## src/rtl/load_store_unit.sv

```systemverilog
// Load/store unit: turns core load/store requests into word-aligned, byte-masked
// RAM accesses. Define LSU_MISALIGN_TRAP_EN to report misaligned H/W accesses as errors.
module load_store_unit (
  input  logic        clk_A,
  input  logic        rst_A,
  input  logic        req_valid,
  output logic        req_ready,
  input  logic        req_store,
  input  logic [2:0]  req_funct3,
  input  logic [31:0] req_addr,
  input  logic [31:0] req_wdata,
  output logic        rsp_valid,
  input  logic        rsp_ready,
  output logic [31:0] rsp_rdata,
  output logic        rsp_err,
  output logic [31:0] bus_addr,
  output logic [3:0]  bus_wmask,
  output logic [31:0] bus_wdata,
  input  logic [31:0] bus_rdata
);

  typedef enum logic [1:0] {IDLE, ACCESS, CAPTURE, RESP} state_t;

  state_t      state_reg, state_next;
  logic [31:0] addr_reg;
  logic [2:0]  funct3_reg;
  logic        store_reg;
  logic [31:0] wdata_reg;
  logic [3:0]  mask_reg;
  logic        err_reg;
  logic [31:0] rdata_reg;

  logic        req_illegal;
  logic        req_misalign;
  logic        req_err;
  logic [31:0] lane_wdata;
  logic [3:0]  lane_mask;
  logic [1:0]  load_shift;
  logic [31:0] load_shifted;
  logic [31:0] load_ext;
  logic        accept;

  assign accept = (state_reg == IDLE) && req_valid;

  // Request decode: legality and store lane replication.
  always_comb begin
    req_illegal  = 1'b0;
    req_misalign = 1'b0;
    lane_wdata   = req_wdata;
    lane_mask    = 4'b1111;
    if (req_store)
      req_illegal = (req_funct3 != 3'b000) && (req_funct3 != 3'b001) && (req_funct3 != 3'b010);
    else
      req_illegal = (req_funct3 == 3'b011) || (req_funct3 == 3'b110) || (req_funct3 == 3'b111);
`ifdef LSU_MISALIGN_TRAP_EN
    req_misalign = ((req_funct3[1:0] == 2'b01) && req_addr[0]) ||
                   ((req_funct3[1:0] == 2'b10) && (req_addr[1:0] != 2'b00));
`else
    req_misalign = 1'b0;
`endif
    case (req_funct3[1:0])
      2'b00: begin
        lane_wdata = {4{req_wdata[7:0]}};
        lane_mask  = 4'b0001 << req_addr[1:0];
      end
      2'b01: begin
        // Without trapping, a[0] is dropped so the halfword stays inside the word.
        lane_wdata = {2{req_wdata[15:0]}};
        lane_mask  = 4'b0011 << {req_addr[1], 1'b0};
      end
      default: begin
        lane_wdata = req_wdata;
        lane_mask  = 4'b1111;
      end
    endcase
    req_err = req_illegal || req_misalign;
  end

  // Load extraction from the RAM word presented during CAPTURE.
  always_comb begin
    load_shift   = (funct3_reg[1:0] == 2'b00) ? addr_reg[1:0] : {addr_reg[1], 1'b0};
    load_shifted = bus_rdata >> {load_shift, 3'b000};
    case (funct3_reg)
      3'b000:  load_ext = {{24{load_shifted[7]}}, load_shifted[7:0]};
      3'b100:  load_ext = {24'h000000, load_shifted[7:0]};
      3'b001:  load_ext = {{16{load_shifted[15]}}, load_shifted[15:0]};
      3'b101:  load_ext = {16'h0000, load_shifted[15:0]};
      default: load_ext = bus_rdata;
    endcase
  end

  always_ff @(posedge clk_A or negedge rst_A) begin
    if (!rst_A) state_reg <= IDLE;
    else        state_reg <= state_next;
  end

  always_comb begin
    state_next = state_reg;
    case (state_reg)
      IDLE:    if (req_valid) state_next = req_err ? RESP : ACCESS;
      ACCESS:  state_next = store_reg ? RESP : CAPTURE;
      CAPTURE: state_next = RESP;
      RESP:    if (rsp_ready) state_next = IDLE;
      default: state_next = IDLE;
    endcase
  end

  always_ff @(posedge clk_A or negedge rst_A) begin
    if (!rst_A) begin
      addr_reg   <= '0;
      funct3_reg <= '0;
      store_reg  <= 1'b0;
      wdata_reg  <= '0;
      mask_reg   <= '0;
      err_reg    <= 1'b0;
      rdata_reg  <= '0;
    end else begin
      if (accept) begin
        addr_reg   <= req_addr;
        funct3_reg <= req_funct3;
        store_reg  <= req_store;
        wdata_reg  <= lane_wdata;
        mask_reg   <= lane_mask;
        err_reg    <= req_err;
        rdata_reg  <= '0;
      end else if (state_reg == CAPTURE) begin
        rdata_reg <= load_ext;
      end else if ((state_reg == RESP) && rsp_ready) begin
        err_reg   <= 1'b0;
        rdata_reg <= '0;
      end
    end
  end

  assign req_ready = (state_reg == IDLE);
  assign rsp_valid = (state_reg == RESP);
  assign rsp_rdata = rdata_reg;
  assign rsp_err   = err_reg;
  assign bus_addr  = (state_reg == IDLE) ? 32'h0 : {addr_reg[31:2], 2'b00};
  assign bus_wdata = (state_reg == IDLE) ? 32'h0 : wdata_reg;
  // Mask only in ACCESS so a stalled or erroring request can never write twice.
  assign bus_wmask = ((state_reg == ACCESS) && store_reg) ? mask_reg : 4'b0000;

endmodule

```

## config.mk

```make
export PLATFORM = sky130hd
export DESIGN_NAME = load_store_unit
export DESIGN_NICKNAME = d
export VERILOG_FILES = /design/src/rtl/load_store_unit.sv
export SDC_FILE = /design/constraint.sdc
export NUM_CORES = 1
export LEC_CHECK = 0
export BUFFER_PORTS_ARGS = -buffer_cell sky130_fd_sc_hd__buf_4
export CAP_MARGIN = 0
export CORE_MARGIN = 2
export CORE_UTILIZATION = 53
export CTS_CLUSTER_DIAMETER = 200
export DETAILED_ROUTE_END_ITERATION = 8
export HOLD_SLACK_MARGIN = 0.03
export PLACE_DENSITY = 0.89
export SLEW_MARGIN = 40
export SYNTH_ARGS = -nofsm -noshare
export SYNTH_HDL_FRONTEND = slang
export SYNTH_SLANG_ARGS = --single-unit
```

## constraint.sdc

```tcl
create_clock -name clk_A -period 2.95 [get_ports clk_A]
set_clock_uncertainty 0.15 [all_clocks]
set_input_delay 0.7375 -clock clk_A [delete_from_list [all_inputs] [get_ports clk_A]]
set_output_delay 0.7375 -clock clk_A [all_outputs]
set_load 0.01 [all_outputs]
```

# ---- Yosys cells after proc, flatten, opt, wreduce, memory -nomap -nowiden
# Index checks and enable logic that the tools add are counted.
dict set report totals {
  mem_bits_ro 0
  in_bits 104
  latch_bits 0
  ram_bits 0
  output_inout_bits 103
  register_bits 107
  mem_count 0
  word_cells 61
}
dict set report op_classes {
  eq_ne 15
  reduce_logical 16
  div_mod_pow 0
  mux 19
  bitwise_logic 0
  n_mul 0
  add_sub_neg 0
  shift 3
  order_cmp 0
}
# cell n
set ops {}
lappend ops {{32-bit 2-to-1 mux} 5}
lappend ops {{32-bit case mux with 4 select lines} 1}
lappend ops {{32-bit case mux with 2 select lines} 1}
lappend ops {{32-bit by 5-bit right shift with 16-bit output} 1}
lappend ops {{3-bit equality test, second input constant} 4}
lappend ops {{2-bit case mux with 4 select lines} 1}
lappend ops {{4-bit case mux with 2 select lines} 1}
lappend ops {{2-bit logical NOT} 3}
lappend ops {{1-bit 2-to-1 mux} 6}
lappend ops {{2-bit 2-to-1 mux} 3}
lappend ops {{3-bit nonzero test} 2}
lappend ops {{1-bit logical AND} 5}
lappend ops {{2-bit by 1-bit equality test with 1-bit output, second input constant} 2}
lappend ops {{2-bit equality test, second input constant} 2}
lappend ops {{4-bit 2-to-1 mux} 1}
lappend ops {{2-bit inequality test, second input constant} 2}
lappend ops {{2-bit AND reduction} 2}
lappend ops {{1-bit by 2-bit left shift with 4-bit output, first input constant} 1}
lappend ops {{2-bit by 2-bit left shift with 4-bit output, first input constant} 1}
lappend ops {{3-bit by 1-bit equality test with 1-bit output, second input constant} 1}
lappend ops {{3-bit by 2-bit equality test with 1-bit output, second input constant} 1}
lappend ops {{3-bit logical NOT} 1}
lappend ops {{3-bit by 1-bit inequality test with 1-bit output, second input constant} 1}
lappend ops {{3-bit by 2-bit inequality test with 1-bit output, second input constant} 1}
lappend ops {{3 further kinds} 4}

# ---- Longest topological paths before layout
# Gate-level depths: netlist of run 1.
dict set report logic_depth {
  depth_word 7
  mapped_depth 8
}

# ---- Worst setup path before layout of run 1
# Ideal clock, no wire load.
dict set report synth_path {
  path_type {register to output}
  start {register state_reg[0]}
  end {output bus_addr[10]}
  stages_incl_launch_ff 6
  required_time_ns 2.062
  n_path_buf 2
  slack_ns 0.573
  t_arrival_ns 1.489
  cell_sequence {dfrtp_1 inv_1 ha_1 clkbuf_1 clkbuf_1 nor2b_1}
}
dict set report synth_between {
  elab_chain_cells 2
}
# element line
set synth_rtl {}
lappend synth_rtl {{start: declaration} 24} ;# state_t state_reg, state_next;
lappend synth_rtl {{start signal: assignment} 94} ;# else state_reg <= state_next;
lappend synth_rtl {{2-bit logical NOT} -}
lappend synth_rtl {{net req_ready} 7} ;# output logic req_ready,
lappend synth_rtl {{32-bit 2-to-1 mux} 139} ;# assign bus_addr = (state_reg == IDLE) ? 32'h0 : {addr_reg[31:2], 2'b00};
lappend synth_rtl {{end: declaration} 16} ;# output logic [31:0] bus_addr,
# The timed path passes the listed nets, and every way through them passes these cells.

# ---- Worst setup path after layout of run 1
dict set report layout_path {
  start {register state_reg[0]}
  end {output bus_addr[10]}
}
dict set report layout_between {
  elab_chain_cells 2
}
# element line
set layout_rtl {}
lappend layout_rtl {{2-bit logical NOT} 139}
lappend layout_rtl {{32-bit 2-to-1 mux} 139}
# No other way between the ends.

==> results of run 1 <==
kinds of logic (layout without fill, tap and decap cells):
family / after synthesis / count (layout)
AOI/OAI and AO/OA: 110 / 110
DFF: 107 / 107
muxes: 84 / 84
adders and majority gates: 4 / 4
and+or+nand+nor: 143 / 143
buffers and inverters: 46 / 238
other: 1 / 2
cell usage after synthesis, types with 3 or more instances:
| library cell | number | area share |
|---|---|---|
| sky130_fd_sc_hd__dfrtp_1 | 107 | 0.50 |
| sky130_fd_sc_hd__nor2b_1 | 63 | 0.073 |
| sky130_fd_sc_hd__mux2_2 | 43 | 0.090 |
| sky130_fd_sc_hd__mux2i_1 | 40 | 0.074 |
| sky130_fd_sc_hd__nand2_1 | 39 | 0.027 |
| sky130_fd_sc_hd__o21ai_0 | 38 | 0.035 |
| sky130_fd_sc_hd__clkbuf_1 | 23 | 0.016 |
| sky130_fd_sc_hd__a221o_1 | 22 | 0.041 |
| sky130_fd_sc_hd__nor2_1 | 18 | 0.013 |
| sky130_fd_sc_hd__a21oi_1 | 15 | 0.014 |
| sky130_fd_sc_hd__buf_2 | 9 | 0.0083 |
| sky130_fd_sc_hd__and2_1 | 8 | 0.0093 |
| sky130_fd_sc_hd__inv_1 | 8 | 0.0056 |
| sky130_fd_sc_hd__a211o_1 | 7 | 0.011 |
| sky130_fd_sc_hd__a32oi_1 | 7 | 0.011 |
| sky130_fd_sc_hd__o22ai_1 | 6 | 0.0069 |
| sky130_fd_sc_hd__a31oi_1 | 4 | 0.0046 |
| sky130_fd_sc_hd__and3_1 | 4 | 0.0046 |
| sky130_fd_sc_hd__ha_1 | 4 | 0.0093 |
| sky130_fd_sc_hd__nand2b_1 | 4 | 0.0046 |
| sky130_fd_sc_hd__a22oi_1 | 3 | 0.0042 |
| sky130_fd_sc_hd__buf_6 | 3 | 0.0063 |
layout make-up:
type / instances / area (sq um)
tap: 133 / 166.4
fill: 686 / 2570
clock buffer: 10 / 127.6
multi-input combinational: 343 / 2539
inverter: 8 / 30.03
timing repair buffer: 214 / 1644
clock inverter: 6 / 65.06
sequential: 107 / 2678
metal layers:
| metal | part of all wire | up-vias | global-route usage |
|---|---|---|---|
| li1 | - | 2128 | - |
| met1 | 0.39 | 2182 | 0.3216 |
| met2 | 0.49 | 223 | 0.4462 |
| met3 | 0.088 | 29 | 0.06613 |
| met4 | 0.025 | 0 | 0.1029 |
| met5 | 0 | - | 0 |
worst max-delay path by stage:
stage	start	end	slack (ns)	cells after the start
finish	state_reg[0]	bus_addr[10]	0.27	5
CTS	state_reg[0]	bus_addr[10]	0.12	5
global route	state_reg[0]	bus_addr[10]	0.14	5
global placement	req_valid	rsp_rdata[26]	0.63	6
detailed placement	state_reg[0]	bus_addr[10]	0.55	5
floorplan	state_reg[0]	bus_addr[10]	0.57	5
timing repair:
action / CTS / global route
resized for setup: 0 / 1
endpoints found under the setup margin: 0 / 1
hold buffers: 0 / 0
power groups by stage:
stage,Sequential [uW],Clock [uW],Combinational (uW)
2_1_floorplan,2500,0,2290
3_3_place_gp,2540,0,3800
3_5_place_dp,2580,0,3920
4_1_cts,2560,922,3940
5_1_grt,2640,981,4270
6_report,2560,908,3940
stage by stage:
step | area (sq um) | hold slack, ns
global route | 7249 | 0.2987
detailed placement | 7047 | 0.3135
finish | 7249 | 0.2354
CTS | 7239 | 0.2691
global placement | 7047 | 0.3018
floorplan | 5408 | 0.2919
==> impl_results.html, run 1 <==
<table>
<tr><th>Metric</th><th>Value</th></tr>
<tr><th colspan="2">Synthesis</th></tr>
<tr><td>Synthesized flop and latch total</td><td>107</td></tr>
<tr><td>Seq/Total Area, Yosys</td><td>0.4955</td></tr>
<tr><td>Yosys Warn Count</td><td>0</td></tr>
<tr><td>Post-synthesis compound-gate area fraction</td><td>0.1415</td></tr>
<tr><td>Adder-Cell Fraction of Synth Area</td><td>0.009261</td></tr>
<tr><td>Netlist Area Pre-Place</td><td>0.005404 sq mm</td></tr>
<tr><td>Average cell area after synthesis</td><td>10.92 sq um</td></tr>
<tr><td>Number of library cell types mapped by synthesis</td><td>39</td></tr>
<tr><td>EDFF count, synth</td><td>0</td></tr>
<tr><td>Post-synthesis mux area share</td><td>0.1665</td></tr>
<tr><td>Area fraction in and, or, nand and nor cells after synthesis</td><td>0.1470</td></tr>
<tr><td>Proportion of register bits with asynchronous set or reset after synthesis</td><td>1.000</td></tr>
<tr><td>Most used DFF post-synth</td><td>sky130_fd_sc_hd__dfrtp_1</td></tr>
<tr><td>XOR/XNOR share of the synthesized area</td><td>0</td></tr>
<tr><td>Dominant combinational cell family by area after synthesis</td><td>multiplexers</td></tr>
<tr><td>Post-Synthesis Cells</td><td>495</td></tr>
<tr><th colspan="2">Placement</th></tr>
<tr><td>Buffers added on ports</td><td>204</td></tr>
<tr><td>Post-Place Setup Slack</td><td>0.5483 ns</td></tr>
<tr><td>Placed Instances</td><td>805</td></tr>
<tr><td>Final weighted congestion of routability-driven global placement</td><td>0.8572</td></tr>
<tr><td>Detailed Place HPWL</td><td>10.72 mm</td></tr>
<tr><th colspan="2">Timing</th></tr>
<tr><td>Count of final setup violators</td><td>0</td></tr>
<tr><td>Peak clock frequency supported by timing</td><td>373.5 MHz</td></tr>
<tr><td>Slew at the pin closest to its max-slew limit</td><td>0.7207 ns</td></tr>
<tr><td>Tightest slew margin relative to the limit</td><td>0.5196</td></tr>
<tr><td>Post-route setup TNS</td><td>0 ns</td></tr>
<tr><td>Crit path setup slack, layout</td><td>0.2725 ns</td></tr>
<tr><td>Final max-slew violation count</td><td>0</td></tr>
<tr><td>Setup repair after global routing missed its margin</td><td>no</td></tr>
<tr><td>Post-route fraction of the period consumed by the critical path</td><td>0.9076</td></tr>
<tr><td>Final Hold Vio Count</td><td>0</td></tr>
<tr><td>Post-layout minimum cycle time</td><td>2.678 ns</td></tr>
<tr><th colspan="2">Setup path</th></tr>
<tr><td>Critical path endpoint category</td><td>output port</td></tr>
<tr><td>Reg-to-Reg End</td><td>rsp_rdata[29]</td></tr>
<tr><td>FF-to-FF setup slack</td><td>0.59 ns</td></tr>
<tr><td>Data required time of the critical path</td><td>2.06 ns</td></tr>
<tr><td>Kind of start point of the critical path</td><td>flop</td></tr>
<tr><td>Worst-path cell with the longest stage delay</td><td>sky130_fd_sc_hd__dfrtp_1</td></tr>
<tr><td>Startpoint of the most critical register-to-register path</td><td>state_reg[0]</td></tr>
<tr><td>Cell depth of the worst flop-to-flop path</td><td>7</td></tr>
<tr><td>Family with the most delay on the worst path</td><td>buffers and inverters</td></tr>
<tr><td>Critical path class</td><td>flop to output port</td></tr>
<tr><td>Slowest cell delay on critical path</td><td>0.45 ns</td></tr>
<tr><td>Cell chain of the critical path</td><td>inv_1 -&gt; ha_4 -&gt; buf_4 -&gt; nor2b_1 -&gt; buf_4</td></tr>
<tr><td>Data arrival at the endpoint of the critical path</td><td>1.79 ns</td></tr>
<tr><td>Highest fanout seen on the critical path</td><td>20</td></tr>
<tr><td>Cell with the most instances on the worst path</td><td>sky130_fd_sc_hd__buf_4</td></tr>
<tr><td>Critical path buffers and inverters</td><td>3</td></tr>
<tr><th colspan="2">Drt</th></tr>
<tr><td>Total number of vias</td><td>4562</td></tr>
<tr><td>Remaining antenna violation count</td><td>0</td></tr>
<tr><td>First drt pass iteration count</td><td>4</td></tr>
<tr><td>Wire length reported by the detailed router</td><td>14.43 mm</td></tr>
<tr><td>DRC violations left</td><td>0</td></tr>
<tr><td>Drt wl/cell</td><td>17.58 um</td></tr>
<tr><td>Detail-routed via count per cell</td><td>5.557</td></tr>
<tr><td>First DRT Iteration DRCs</td><td>265</td></tr>
<tr><th colspan="2">CTS</th></tr>
<tr><td>Inserted Clock Buffers</td><td>9</td></tr>
<tr><td>Clock root buffer master</td><td>sky130_fd_sc_hd__clkbuf_8</td></tr>
<tr><td>H-tree level count</td><td>3</td></tr>
<tr><td>Clock net sink count</td><td>107</td></tr>
<tr><td>TritonCTS clock tree</td><td>done</td></tr>
<tr><td>Clock slew at reported path FFs</td><td>0.10 ns</td></tr>
<tr><td>Worst skew pair latency</td><td>0.37 ns</td></tr>
<tr><td># Post-CTS Setup Buffers</td><td>0</td></tr>
<tr><td>CTS max path bufs</td><td>2</td></tr>
<tr><th colspan="2">Final layout</th></tr>
<tr><td>Share of cells above drive strength 1</td><td>0.4113</td></tr>
<tr><td>Commonest non-fill, non-tap cells in the layout</td><td>sky130_fd_sc_hd__buf_4, sky130_fd_sc_hd__dfrtp_1, sky130_fd_sc_hd__nor2b_1</td></tr>
<tr><td>Area growth from synthesis to layout</td><td>34.15%</td></tr>
<tr><td>Number of nets in the layout</td><td>791</td></tr>
<tr><td>Number of cells in the finished layout apart from fillers</td><td>821</td></tr>
<tr><td>ANT cells</td><td>0</td></tr>
<tr><td>Most common library cell in the layout ignoring fill and taps</td><td>sky130_fd_sc_hd__buf_4</td></tr>
<tr><td>Post-route core utilization</td><td>0.7383</td></tr>
<tr><th colspan="2">GRT</th></tr>
<tr><td>Number of antenna violations at the first check in global routing</td><td>0</td></tr>
<tr><td>Overflow after GRT</td><td>0</td></tr>
<tr><td>Pin count of the biggest net entering global routing</td><td>58</td></tr>
<tr><td>Global routing usage summed across all routing layers</td><td>0.2630</td></tr>
<tr><td>Wire length of the first global-routing pass</td><td>23.32 mm</td></tr>
<tr><td>Vias in the first global route</td><td>4750</td></tr>
<tr><th colspan="2">Pwr</th></tr>
<tr><td>Combinational fraction of design power</td><td>0.532</td></tr>
<tr><td>Switching share of total power</td><td>0.3801</td></tr>
<tr><td>Worst VDD drop</td><td>0.5610 mV</td></tr>
<tr><td>Static power due to leakage</td><td>0.003593 uW</td></tr>
<tr><td>Power density cells</td><td>1021 mW/mm^2</td></tr>
<tr><td>Total Power Consumption</td><td>7402 uW</td></tr>
<tr><td>Clk network pwr share</td><td>0.123</td></tr>
<tr><td>Pint</td><td>4588 uW</td></tr>
<tr><td>Net switching power of the design</td><td>2814 uW</td></tr>
<tr><td>Reg power frac</td><td>0.345</td></tr>
<tr><th colspan="2">Die</th></tr>
<tr><td>Floorplan die width</td><td>105.0 um</td></tr>
<tr><td>DIE AREA</td><td>0.01102 sq mm</td></tr>
<tr><td>Die extent in y</td><td>105.0 um</td></tr>
<tr><td>Starting Density</td><td>0.5503</td></tr>
<tr><td>Floorplan Core Area</td><td>0.009819 sq mm</td></tr>
<tr><td>Placement Rows</td><td>36</td></tr>
<tr><td>Boundary Pins</td><td>207</td></tr>
<tr><th colspan="2">Run</th></tr>
<tr><td>Number of maximum-capacitance violations</td><td>0</td></tr>
<tr><th colspan="2">Outcome</th></tr>
<tr><td>Result of the run</td><td>finished, final reports clean</td></tr>
<tr><th colspan="2">Worst hold path</th></tr>
<tr><td>Kind of path behind the tightest hold check</td><td>input pin to async pin</td></tr>
</table>
(Power assumes the default switching activity.)
==> run 2: changes to the inputs <==
==> config.mk (replaced) <==
export PLATFORM = sky130hd
export DESIGN_NAME = load_store_unit
export DESIGN_NICKNAME = d
export VERILOG_FILES = /design/src/rtl/load_store_unit.sv
export SDC_FILE = /design/constraint.sdc
export NUM_CORES = 1
export LEC_CHECK = 0
export CAP_MARGIN = 0
export CELL_PAD_IN_SITES_DETAIL_PLACEMENT = 0
export CELL_PAD_IN_SITES_GLOBAL_PLACEMENT = 1
export CORE_ASPECT_RATIO = 0.75
export CORE_MARGIN = 2
export CORE_UTILIZATION = 52
export CTS_CLUSTER_DIAMETER = 200
export DETAILED_ROUTE_END_ITERATION = 8
export DONT_BUFFER_PORTS = 1
export HOLD_SLACK_MARGIN = 0.03
export PLACE_DENSITY = 0.88
export SLEW_MARGIN = 40
export SYNTH_ARGS = -nofsm -noshare
export SYNTH_HDL_FRONTEND = slang
export SYNTH_SLANG_ARGS = --single-unit
==> impl_results.html, run 2 (synthesis results as in run 1) <==
<table>
<tr><th>Metric</th><th>Value</th></tr>
<tr><th colspan="2">Setup path</th></tr>
<tr><td>Worst-path cell with the longest stage delay</td><td>sky130_fd_sc_hd__dfrtp_1</td></tr>
<tr><td>Critical path class</td><td>flop to output port</td></tr>
<tr><td>Family with the most delay on the worst path</td><td>buffers and inverters</td></tr>
<tr><td>FF-to-FF setup slack</td><td>0.56 ns (-0.03 ns)</td></tr>
<tr><td>Cell chain of the critical path</td><td>inv_1 -&gt; ha_2 -&gt; buf_4 -&gt; nor2b_1</td></tr>
<tr><td>Highest fanout seen on the critical path</td><td>41 (+110%)</td></tr>
<tr><td>Kind of start point of the critical path</td><td>flop</td></tr>
<tr><td>Slowest cell delay on critical path</td><td>0.44 ns (about the same)</td></tr>
<tr><td>Data required time of the critical path</td><td>2.06 ns (about the same)</td></tr>
<tr><td>Critical path endpoint category</td><td>output port</td></tr>
<tr><td>Critical path buffers and inverters</td><td>2 (-1)</td></tr>
<tr><td>Data arrival at the endpoint of the critical path</td><td>1.66 ns (-0.13 ns)</td></tr>
<tr><th colspan="2">Die</th></tr>
<tr><td>Starting Density</td><td>0.5293 (-0.02104)</td></tr>
<tr><td>DIE AREA</td><td>0.01123 sq mm (+1.9%)</td></tr>
<tr><td>Floorplan Core Area</td><td>0.01021 sq mm (+4.0%)</td></tr>
<tr><td>Placement Rows</td><td>32 (-11%)</td></tr>
<tr><td>Boundary Pins</td><td>207 (unchanged)</td></tr>
<tr><td>Floorplan die width</td><td>121.7 um (+16%)</td></tr>
<tr><td>Die extent in y</td><td>92.29 um (-12%)</td></tr>
<tr><th colspan="2">Timing</th></tr>
<tr><td>Tightest slew margin relative to the limit</td><td>0.5799 (+0.06032)</td></tr>
<tr><td>Setup repair after global routing missed its margin</td><td>no</td></tr>
<tr><td>Final max-slew violation count</td><td>0 (unchanged)</td></tr>
<tr><td>Final worst hold slack</td><td>-0.06138 ns (-0.2968 ns)</td></tr>
<tr><td>Final Hold Vio Count</td><td>107 (+107)</td></tr>
<tr><td>Post-route setup TNS</td><td>0 ns (unchanged)</td></tr>
<tr><td>Post-route fraction of the period consumed by the critical path</td><td>0.8624 (-0.04522)</td></tr>
<tr><td>Post-layout minimum cycle time</td><td>2.544 ns (-0.1334 ns)</td></tr>
<tr><td>Count of final setup violators</td><td>0 (unchanged)</td></tr>
<tr><td>Slew at the pin closest to its max-slew limit</td><td>0.6302 ns (-0.09048 ns)</td></tr>
<tr><td>Peak clock frequency supported by timing</td><td>393.1 MHz (+5.2%)</td></tr>
<tr><th colspan="2">Placement</th></tr>
<tr><td>Final weighted congestion of routability-driven global placement</td><td>0.8427 (-1.7%)</td></tr>
<tr><td>Buffers added on ports</td><td>0 (-100%)</td></tr>
<tr><td>Detailed Place HPWL</td><td>9.349 mm (-13%)</td></tr>
<tr><th colspan="2">GRT</th></tr>
<tr><td>Vias in the first global route</td><td>3650 (-23%)</td></tr>
<tr><td>Global routing usage summed across all routing layers</td><td>0.2328 (-0.03019)</td></tr>
<tr><td>Overflow after GRT</td><td>0 (unchanged)</td></tr>
<tr><td>Number of antenna violations at the first check in global routing</td><td>0 (unchanged)</td></tr>
<tr><td>Wire length of the first global-routing pass</td><td>20.11 mm (-14%)</td></tr>
<tr><td>Pin count of the biggest net entering global routing</td><td>108 (+86%)</td></tr>
<tr><th colspan="2">Drt</th></tr>
<tr><td>First drt pass iteration count</td><td>5 (+1)</td></tr>
<tr><td>Drt wl/cell</td><td>20.85 um (+19%)</td></tr>
<tr><td>DRC violations left</td><td>0 (unchanged)</td></tr>
<tr><td>Wire length reported by the detailed router</td><td>12.95 mm (-10%)</td></tr>
<tr><td>First DRT Iteration DRCs</td><td>250 (-5.7%)</td></tr>
<tr><td>Remaining antenna violation count</td><td>0 (unchanged)</td></tr>
<tr><td>Detail-routed via count per cell</td><td>6.118 (+10%)</td></tr>
<tr><td>Total number of vias</td><td>3799 (-17%)</td></tr>
<tr><th colspan="2">CTS</th></tr>
<tr><td>Clock slew at reported path FFs</td><td>0.07 ns (-0.03 ns)</td></tr>
<tr><td>H-tree level count</td><td>3 (unchanged)</td></tr>
<tr><td>Inserted Clock Buffers</td><td>9 (unchanged)</td></tr>
<tr><td># Post-CTS Setup Buffers</td><td>0 (unchanged)</td></tr>
<tr><td>CTS max path bufs</td><td>2 (unchanged)</td></tr>
<tr><td>Worst skew pair latency</td><td>0.34 ns (-0.03 ns)</td></tr>
<tr><td>TritonCTS clock tree</td><td>done</td></tr>
<tr><td>Clock net sink count</td><td>107 (unchanged)</td></tr>
<tr><td>Clock root buffer master</td><td>sky130_fd_sc_hd__clkbuf_16</td></tr>
<tr><td>Post_cts resized</td><td>0 (unchanged)</td></tr>
<tr><th colspan="2">Pwr</th></tr>
<tr><td>Reg power frac</td><td>0.405 (+0.060)</td></tr>
<tr><td>Combinational fraction of design power</td><td>0.406 (-0.126)</td></tr>
<tr><td>Switching share of total power</td><td>0.3905 (+0.01040)</td></tr>
<tr><td>Pint</td><td>4001 uW (-13%)</td></tr>
<tr><td>Clk network pwr share</td><td>0.189 (+0.066)</td></tr>
<tr><td>Static power due to leakage</td><td>0.002635 uW (-27%)</td></tr>
<tr><td>Worst VDD drop</td><td>0.4724 mV (-16%)</td></tr>
<tr><td>Net switching power of the design</td><td>2563 uW (-8.9%)</td></tr>
<tr><td>Power density cells</td><td>1129 mW/mm^2 (+11%)</td></tr>
<tr><th colspan="2">Final layout</th></tr>
<tr><td>Most common library cell in the layout ignoring fill and taps</td><td>sky130_fd_sc_hd__dfrtp_1</td></tr>
<tr><td>Post-route core utilization</td><td>0.5695 (-0.1688)</td></tr>
<tr><td>Number of nets in the layout</td><td>588 (-26%)</td></tr>
<tr><td>Commonest non-fill, non-tap cells in the layout</td><td>sky130_fd_sc_hd__dfrtp_1, sky130_fd_sc_hd__nor2b_1, sky130_fd_sc_hd__mux2_2</td></tr>
<tr><td>Area growth from synthesis to layout</td><td>7.594%</td></tr>
<tr><td>Share of cells above drive strength 1</td><td>0.1670 (-0.2443)</td></tr>
<tr><td>ANT cells</td><td>0 (unchanged)</td></tr>
<tr><th colspan="2">Worst hold path</th></tr>
<tr><td>Kind of path behind the tightest hold check</td><td>input pin to async pin</td></tr>
<tr><th colspan="2">Run</th></tr>
<tr><td>Number of maximum-capacitance violations</td><td>0 (unchanged)</td></tr>
<tr><th colspan="2">Outcome</th></tr>
<tr><td>Violations in the final reports</td><td>negative hold slack</td></tr>
<tr><td>Result of the run</td><td>finished with violations</td></tr>
</table>
run 2: changes by cell type in the layout (fill, tap and decap cells not counted):
cell,before,now
sky130_fd_sc_hd__clkinv_4,1,4
sky130_fd_sc_hd__clkinv_2,2,0
sky130_fd_sc_hd__buf_12,3,1
sky130_fd_sc_hd__clkinvlp_4,1,0
sky130_fd_sc_hd__ha_2,0,1
sky130_fd_sc_hd__clkbuf_8,9,1
sky130_fd_sc_hd__clkbuf_1,1,0
sky130_fd_sc_hd__buf_4,211,10
sky130_fd_sc_hd__ha_4,1,0
sky130_fd_sc_hd__clkbuf_16,0,9
run 2: path summary, 6_finish.rpt:
path / from / endpoint / cells past startpoint
min: rst_A / rsp_rdata[28] / 0
max: state_reg[0] / bus_wdata[10] / 4
max in group asynchronous: rst_A / rsp_rdata[12] / 0
min in group clk_A: wdata_reg[26] / wdata_reg[26] / 2
max reg2reg: state_reg[0] / rsp_rdata[11] / 7
min reg2reg: wdata_reg[26] / wdata_reg[26] / 2
run 2: per-stage QoR:
stage          cell area [sq um]  std cells  setup slack [ns]  power, uW  hold slack [ns]
2_1_floorplan               5408        496            0.5733       4793           0.2919
3_3_place_gp                5502        605            0.7091       5241           0.2950
3_5_place_dp                5502        605            0.6096       5355           0.2956
4_1_cts                     5814        621            0.3892       6613         -0.07457
5_1_grt                     5814        621            0.2744       7037         -0.08690
6_report                    5814        621            0.4059       6564         -0.06138
run 2: cell type report:
class	instances	area, sq um
fillers	870	4395
inverters	8	30.03
clock inverters	6	73.82
clock buffers	10	239.0
multi-input cells	343	2529
well taps	136	170.2
flip-flops and latches	107	2678
repair buffers	11	95.09
run 2: power by group through the flow:
stage	Combinational (uW)	Clock, uW	Sequential (uW)
6_report	2660	1240	2660
3_3_place_gp	2590	0	2660
5_1_grt	2950	1340	2740
3_5_place_dp	2670	0	2680
2_1_floorplan	2290	0	2500
4_1_cts	2680	1270	2660
run 2: per-layer routing:
layer	track usage	up-vias	routed length [um]
met5	0	-	0
met4	0.04693	0	128
met3	0.08209	13	1319
met2	0.3567	195	5857
met1	0.3219	1865	5644
li1	-	1726	-
run 2: worst reg2reg max path: stages (launching register included):
cell and delay (ns):
sky130_fd_sc_hd__dfrtp_1 0.44, sky130_fd_sc_hd__inv_1 0.10, sky130_fd_sc_hd__ha_1 0.24, sky130_fd_sc_hd__a21boi_2 0.40
sky130_fd_sc_hd__buf_4 0.24, sky130_fd_sc_hd__nand4_1 0.31, sky130_fd_sc_hd__o21ai_0 0.30, sky130_fd_sc_hd__a211o_1 0.14
